**src/rtl/character_sprite_renderer_pkg.sv**
```systemverilog
// Shared constants for the character sprite path: display ids (common with the
// display state controller), sprite geometry defaults and the transparent colour key.
package character_sprite_renderer_pkg;

    localparam int ID_WIDTH = 3;

    localparam logic [ID_WIDTH-1:0] IDLE_DIS_1      = 3'd0;
    localparam logic [ID_WIDTH-1:0] IDLE_DIS_2      = 3'd1;
    localparam logic [ID_WIDTH-1:0] WALK_DIS_1      = 3'd2;
    localparam logic [ID_WIDTH-1:0] WALK_DIS_2      = 3'd3;
    localparam logic [ID_WIDTH-1:0] JUMP_DIS        = 3'd4;
    localparam logic [ID_WIDTH-1:0] HURT_DIS        = 3'd5;
    localparam logic [ID_WIDTH-1:0] SAFE_GROUND_DIS = 3'd6;

    localparam int SPRITE_W_DEFAULT    = 32;
    localparam int SPRITE_H_DEFAULT    = 32;
    localparam int NUM_SPRITES_DEFAULT = 7;

    localparam logic [11:0] TRANSPARENT_COLOR_DEFAULT = 12'hF0F;

    // Out-of-range ids fall back to the first idle sprite.
    function automatic logic [ID_WIDTH-1:0] sanitize_id(input logic [ID_WIDTH-1:0] id,
                                                        input int num_sprites);
        return (int'(id) < num_sprites) ? id : IDLE_DIS_1;
    endfunction

endpackage

```
**src/rtl/character_sprite_renderer_sprite_hit_test.sv**
```systemverilog
// Stage 0 of the sprite pipeline: signed box test of the scan pixel against the
// sprite origin, producing registered hit/valid flags and sprite-local coordinates.
module sprite_hit_test #(
    parameter int POS_WIDTH = 11,
    parameter int SPRITE_W  = 32,
    parameter int SPRITE_H  = 32
) (
    input  logic                          sys_clk,
    input  logic                          sys_rst_n,
    input  logic                          pixel_valid,
    input  logic [POS_WIDTH-2:0]          pixel_x,
    input  logic [POS_WIDTH-2:0]          pixel_y,
    input  logic [POS_WIDTH-1:0]          pos_x,
    input  logic [POS_WIDTH-1:0]          pos_y,
    output logic                          valid_r,
    output logic                          hit_r,
    output logic [$clog2(SPRITE_W)-1:0]   local_x_r,
    output logic [$clog2(SPRITE_H)-1:0]   local_y_r
);

    localparam int DW  = POS_WIDTH + 1;
    localparam int LXW = $clog2(SPRITE_W);
    localparam int LYW = $clog2(SPRITE_H);
    localparam logic [DW-1:0] W_LIMIT = DW'(SPRITE_W);
    localparam logic [DW-1:0] H_LIMIT = DW'(SPRITE_H);

    logic [DW-1:0] dx_s;
    logic [DW-1:0] dy_s;
    logic          hit_s;

    // Differences are one bit wider than the position so off-screen origins never wrap.
    always_comb begin
        dx_s  = {2'b00, pixel_x} - {pos_x[POS_WIDTH-1], pos_x};
        dy_s  = {2'b00, pixel_y} - {pos_y[POS_WIDTH-1], pos_y};
        hit_s = !dx_s[DW-1] && (dx_s < W_LIMIT) && !dy_s[DW-1] && (dy_s < H_LIMIT);
    end

    // Stage 0 register.
    always_ff @(posedge sys_clk or negedge sys_rst_n) begin
        if (!sys_rst_n) begin
            valid_r   <= 1'b0;
            hit_r     <= 1'b0;
            local_x_r <= '0;
            local_y_r <= '0;
        end else begin
            valid_r <= pixel_valid;
            hit_r   <= pixel_valid && hit_s;
            if (pixel_valid) begin
                local_x_r <= dx_s[LXW-1:0];
                local_y_r <= dy_s[LYW-1:0];
            end
        end
    end

endmodule

```
**src/rtl/character_sprite_renderer.sv**
```systemverilog
// Frame-latched character sprite renderer: maps scan pixels to sprite ROM reads and
// emits colour plus an opaque flag 3 cycles later. Optional macro: CHAR_SPRITE_MIRROR_EN.
module character_sprite_renderer
    import character_sprite_renderer_pkg::*;
#(
    parameter int                     POS_WIDTH         = 11,
    parameter int                     SPRITE_W          = SPRITE_W_DEFAULT,
    parameter int                     SPRITE_H          = SPRITE_H_DEFAULT,
    parameter int                     NUM_SPRITES       = NUM_SPRITES_DEFAULT,
    parameter int                     COLOR_WIDTH       = 12,
    parameter logic [COLOR_WIDTH-1:0] TRANSPARENT_COLOR = TRANSPARENT_COLOR_DEFAULT,
    parameter int                     ROM_ADDR_WIDTH    = ID_WIDTH + $clog2(SPRITE_H) + $clog2(SPRITE_W)
) (
    input  logic                      sys_clk,
    input  logic                      sys_rst_n,
    input  logic                      frame_start,
    input  logic [ID_WIDTH-1:0]       char_display_id,
    input  logic                      char_face_left,
    input  logic [POS_WIDTH-1:0]      char_pos_x,
    input  logic [POS_WIDTH-1:0]      char_pos_y,
    input  logic                      pixel_valid,
    input  logic [POS_WIDTH-2:0]      pixel_x,
    input  logic [POS_WIDTH-2:0]      pixel_y,
    output logic [ROM_ADDR_WIDTH-1:0] rom_addr,
    input  logic [COLOR_WIDTH-1:0]    rom_data,
    output logic                      pix_out_valid,
    output logic [COLOR_WIDTH-1:0]    pix_out_color,
    output logic                      pix_out_opaque
);

    localparam int LXW = $clog2(SPRITE_W);
    localparam int LYW = $clog2(SPRITE_H);

    logic [ID_WIDTH-1:0]  shadow_id_r;
    logic                 shadow_face_r;
    logic [POS_WIDTH-1:0] shadow_x_r;
    logic [POS_WIDTH-1:0] shadow_y_r;

    logic                 s0_valid_s;
    logic                 s0_hit_s;
    logic [LXW-1:0]       s0_lx_s;
    logic [LYW-1:0]       s0_ly_s;
    logic [ID_WIDTH-1:0]  s0_id_r;
    logic                 s0_face_r;
    logic [LXW-1:0]       lx_sel_s;

    logic                 s1_valid_r;
    logic                 s1_hit_r;
    logic                 s2_valid_r;
    logic                 s2_hit_r;
    logic                 opaque_s;

    // Frame latch: pixels in the frame_start cycle still see the old values.
    always_ff @(posedge sys_clk or negedge sys_rst_n) begin
        if (!sys_rst_n) begin
            shadow_id_r   <= IDLE_DIS_1;
            shadow_face_r <= 1'b0;
            shadow_x_r    <= '0;
            shadow_y_r    <= '0;
        end else if (frame_start) begin
            shadow_id_r   <= sanitize_id(char_display_id, NUM_SPRITES);
`ifdef CHAR_SPRITE_MIRROR_EN
            shadow_face_r <= char_face_left;
`else
            shadow_face_r <= 1'b0;
`endif
            shadow_x_r    <= char_pos_x;
            shadow_y_r    <= char_pos_y;
        end
    end

`ifndef CHAR_SPRITE_MIRROR_EN
    logic unused_face_s;
    assign unused_face_s = char_face_left;
`endif

    sprite_hit_test #(
        .POS_WIDTH (POS_WIDTH),
        .SPRITE_W  (SPRITE_W),
        .SPRITE_H  (SPRITE_H)
    ) u_hit_test (
        .sys_clk     (sys_clk),
        .sys_rst_n   (sys_rst_n),
        .pixel_valid (pixel_valid),
        .pixel_x     (pixel_x),
        .pixel_y     (pixel_y),
        .pos_x       (shadow_x_r),
        .pos_y       (shadow_y_r),
        .valid_r     (s0_valid_s),
        .hit_r       (s0_hit_s),
        .local_x_r   (s0_lx_s),
        .local_y_r   (s0_ly_s)
    );

    // Sprite id and facing travel with the pixel so a later frame_start cannot split it.
    always_ff @(posedge sys_clk or negedge sys_rst_n) begin
        if (!sys_rst_n) begin
            s0_id_r   <= '0;
            s0_face_r <= 1'b0;
        end else if (pixel_valid) begin
            s0_id_r   <= shadow_id_r;
            s0_face_r <= shadow_face_r;
        end
    end

`ifdef CHAR_SPRITE_MIRROR_EN
    localparam logic [LXW-1:0] LX_MAX = LXW'(SPRITE_W - 1);

    // Left-facing sprites read the ROM row right to left.
    always_comb begin
        if (s0_face_r) begin
            lx_sel_s = LX_MAX - s0_lx_s;
        end else begin
            lx_sel_s = s0_lx_s;
        end
    end
`else
    logic unused_s0_face_s;
    assign unused_s0_face_s = s0_face_r;
    assign lx_sel_s         = s0_lx_s;
`endif

    // Stages 1-2: ROM address issue, then hold hit/valid while the ROM answers.
    always_ff @(posedge sys_clk or negedge sys_rst_n) begin
        if (!sys_rst_n) begin
            rom_addr   <= '0;
            s1_valid_r <= 1'b0;
            s1_hit_r   <= 1'b0;
            s2_valid_r <= 1'b0;
            s2_hit_r   <= 1'b0;
        end else begin
            if (s0_hit_s) begin
                rom_addr <= {s0_id_r, s0_ly_s, lx_sel_s};
            end
            s1_valid_r <= s0_valid_s;
            s1_hit_r   <= s0_hit_s;
            s2_valid_r <= s1_valid_r;
            s2_hit_r   <= s1_hit_r;
        end
    end

    assign opaque_s = s2_hit_r && (rom_data != TRANSPARENT_COLOR);

    // Stage 3 output register.
    always_ff @(posedge sys_clk or negedge sys_rst_n) begin
        if (!sys_rst_n) begin
            pix_out_valid  <= 1'b0;
            pix_out_opaque <= 1'b0;
            pix_out_color  <= '0;
        end else begin
            pix_out_valid  <= s2_valid_r;
            pix_out_opaque <= opaque_s;
            pix_out_color  <= opaque_s ? rom_data : '0;
        end
    end

endmodule

```
**config.mk**
```make
export PLATFORM = sky130hd
export DESIGN_NAME = character_sprite_renderer
export DESIGN_NICKNAME = d
export VERILOG_FILES = /design/src/rtl/character_sprite_renderer_pkg.sv /design/src/rtl/character_sprite_renderer_sprite_hit_test.sv /design/src/rtl/character_sprite_renderer.sv
export SDC_FILE = /design/constraint.sdc
export NUM_CORES = 1
export LEC_CHECK = 0
export ABC_CLOCK_PERIOD_IN_PS = 6000
export CAP_MARGIN = 20
export CORE_UTILIZATION = 53
export DETAILED_ROUTE_END_ITERATION = 10
export HOLD_SLACK_MARGIN = 0.06
export PLACE_DENSITY = 0.95
export RECOVER_POWER = 50
export SLEW_MARGIN = 25
export SYNTH_ARGS = -nofsm -noshare
export SYNTH_HDL_FRONTEND = slang
export SYNTH_SLANG_ARGS = --single-unit
export TNS_END_PERCENT = 10
```
**constraint.sdc**
```tcl
create_clock -name sys_clk -period 6 [get_ports sys_clk]
set_clock_uncertainty 0.1 [all_clocks]
set_input_delay 0.9 -clock sys_clk [delete_from_list [all_inputs] [get_ports sys_clk]]
set_output_delay 0.9 -clock sys_clk [all_outputs]
set_load 0.03 [all_outputs]
```
==> flow_summary.toml <==
[floorplanning]
initial_core_util_pct = 55.8
core_area_sq_mm = 0.00642
fp.dieH_um = 84.2
die_area_sq_mm = 0.00709
std_cell_rows = 29
fp.dieW_um = 84.2
pin_count = 89

[drt]
ant_nets = 0
wirelength_um = 7300
dr_total_vias = 2767
drc = 18
drtIter0Drc = 104
dr.pass1.iters = 7
viasPerCell = 5.48
wl_per_cell_um = 14.4

[power_and_ir_drop]
pwr-share-clk_pct = 33.0
p_sw_share_pct = 27.5
p_per_area_mw_per_mm2 = 248
power.switching_mw = 0.321
p_seq_share_pct = 45.9
leakage_nw = 2.19
max-vdd-ir-drop_mv = 0.159
share_comb_of_total_power_pct = 21.2
p_int_mw = 0.847

[worst_setup_path]
cp_num_buf_inv = 2
arrival_ns = 3.59
cp_max_fo = 71
path_cells = "buf_2, clkbuf_1"
crit_family = "buffers and inverters"
r2r_slack_ns = 3.10
worstSetupEndpointType = "asynchronous set/reset pin"
slowest_delay_ns = 2.58
worst-setup-path-type = "in -> async"
cp.required_ns = 5.51
start_kind = "input pin"
cp_slowest_cell = "clkbuf_1"

[placement]
placed_cell_area_sq_mm = 0.00451
port_buffers = 87
place_congestion = 0.901
dp_hpwl_um = 5380

[global_route]
grt_pass1_vias = 2840
antenna_found_initial = 0
grt_first_pass_wirelength_um = 12500
overflow = 0
grt_max_degree = 72
grt_usage_pct = 22.3

[timing]
finalSetupViolations = 0
rsz0062_at_grt = "false"
fmax_mhz = 245
setup_tns_ns = 0
hold_viol_final = 0
maxSlewViolCount = 72
worstMarginPinSlew_ns = 3.68
slew_headroom_pct = -145
layout_min_cycle_time_ns = 4.08
min_period_over_period_pct = 68.0

[clock_tree]
cts_tree = "built"
cts_resized = 0
root_buffer = "clkbuf_8"
holdBufCountCts = 0
htreeDepth = 3
cts_setup_buffers = 0
clock-sinks = 71
insertion_delay_ns = 0.34
cts.clk_slew.worst_paths_ns = 0.08
clockBufferDepth = 2
numCtsBuffers = 9

[logic_synthesis]
synthXorXnorAreaFrac_pct = 1.22
yosysSeqAreaShare_pct = 49.6
synthMuxAreaShare_pct = 9.57
synth-edff-count = 0
async_flop_share_pct = 100
synth-compound-area-share_pct = 13.0
synth_top_flop_cell = "dfrtp_1"
avgSynthCellArea_sq_um = 10.8
synth_area_sq_mm = 0.00358
yosys.area_share.simple_pct = 13.5
syn_nets = 417
synth_top_family_by_area = "simple AND/OR/NAND/NOR gates"
yosysWarnings = 0
synth_cell_types = 53
synth_fa_ha_area_share_pct = 8.11
synth.ff_latch_count = 71
synthCells = 333

[flow_run]
maxCapViolations = 1

[layout]
antennaDiodeCount = 0
fin_nets = 507
area_delta_synth_final_pct = 31.4
finish.instance_area_sq_mm = 0.00471
fin_util_pct = 73.3
layout-drive-gt1-share_pct = 11.0

[status]
violations = "DRC, capacitance limit, slew limit"
status = "finished, violations left"

[hold_path]
min_path_type = "reg -> reg"
[Yosys cell counts, drive strengths merged (2+ instances only)]
cell / n / area [sq um]
a2111o: 2 / 22.5
a211oi: 4 / 30.0
a21o: 4 / 30.0
a21oi: 10 / 50.1
and2: 12 / 75.1
and3: 2 / 12.5
buf: 4 / 23.8
clkbuf: 6 / 22.5
dfrtp: 71 / 1780
fa: 2 / 40.0
ha: 20 / 250
inv: 35 / 131
mux2: 26 / 293
mux2i: 5 / 50.1
nand2: 33 / 124
nand2b: 4 / 25.0
nand3: 7 / 35.0
nand4b: 2 / 17.5
nor2: 4 / 15.0
nor2b: 7 / 43.8
nor3: 3 / 15.0
nor3b: 3 / 22.5
nor4: 2 / 25.0
o2111ai: 4 / 35.0
o21a: 5 / 37.5
o21ai: 26 / 130
o21bai: 2 / 15.0
o22ai: 2 / 12.5
or3: 2 / 12.5
or4: 2 / 18.8
xnor2: 4 / 35.0
[routing by layer]
metal | up-vias | GRT usage [%] | wire length (um)
met4 | 0 | 8.15 | 111
met3 | 11 | 4.03 | 410
met5 | - | 0 | 0
li1 | 1340 | - | -
met2 | 85 | 39.4 | 3660
met1 | 1331 | 27.4 | 3110
[metrics by stage]
stage	setup slack, ns	hold slack, ns	power, mW	std cells
global placement	2.15	0.232	0.780	489
CTS	2.46	0.257	1.18	505
finish	1.92	0.255	1.17	505
floorplan	2.76	0.231	0.701	333
global route	1.27	0.269	1.23	505
detailed placement	2.12	0.239	0.793	489
[area by class of cell]
cell class	instances	area, sq um
clock buffers	11	141
clock inverters	5	56.3
fillers	463	1720
inverters	35	131
multi-input cells	217	1630
flip-flops and latches	71	1780
well taps	77	96.3
repair buffers	89	877
[power by group through the flow]
stage               clock [mW]  sequential [mW]  combinational (mW)
floorplan                    0            0.542               0.160
global placement             0            0.542               0.238
detailed placement           0            0.545               0.247
CTS                      0.394            0.536               0.249
global route             0.411            0.541               0.277
finish                   0.385            0.536               0.247
[placed cells by master, fill, tap and decap left out, types with 9 or more instances in the layout]
| cell type | synthesis | routed |
|---|---|---|
| nand2_1 | 33 | 33 |
| clkdlybuf4s50_1 | 0 | 85 |
| ha_1 | 20 | 20 |
| and2_1 | 12 | 9 |
| inv_1 | 35 | 35 |
| o21ai_0 | 25 | 25 |
| clkbuf_8 | 0 | 10 |
| mux2_2 | 26 | 26 |
| a21oi_1 | 10 | 10 |
| dfrtp_1 | 71 | 71 |
[cell families (layout without fill, tap and decap cells)]
logic type      after synthesis  count (layout)
compound gates               71              71
xor+xnor                      5               5
fa+ha+maj                    22              22
buf+inv                      45             140
flops                        71              71
mux                          31              31
simple gates                 88              88
[worst paths after layout]
path,start,to,cells past startpoint
worst max-delay path,sys_rst_n,shadow_x_r[6]$_DFFE_PN0P_,2
worst min-delay path,u_hit_test.valid_r$_DFF_PN0_,s1_valid_r$_DFF_PN0_,0
worst max register to register,shadow_y_r[5]$_DFFE_PN0P_,u_hit_test.hit_r$_DFF_PN0_,8
worst min register to register,u_hit_test.valid_r$_DFF_PN0_,s1_valid_r$_DFF_PN0_,0
max in group sys_clk,pixel_y[0],u_hit_test.hit_r$_DFF_PN0_,10
min in group asynchronous,sys_rst_n,rom_addr[5]$_DFFE_PN0P_,2
[registers in the layout, summed over array words and instances, names as in the netlist, 3 cells and up]
register / count
u_hit_test.local_y_r: 5
shadow_id_r: 3
s0_id_r: 3
u_hit_test.local_x_r: 5
rom_addr: 13
shadow_x_r: 11
pix_out_color: 12
shadow_y_r: 11
Power figures use the tool's default switching activity.
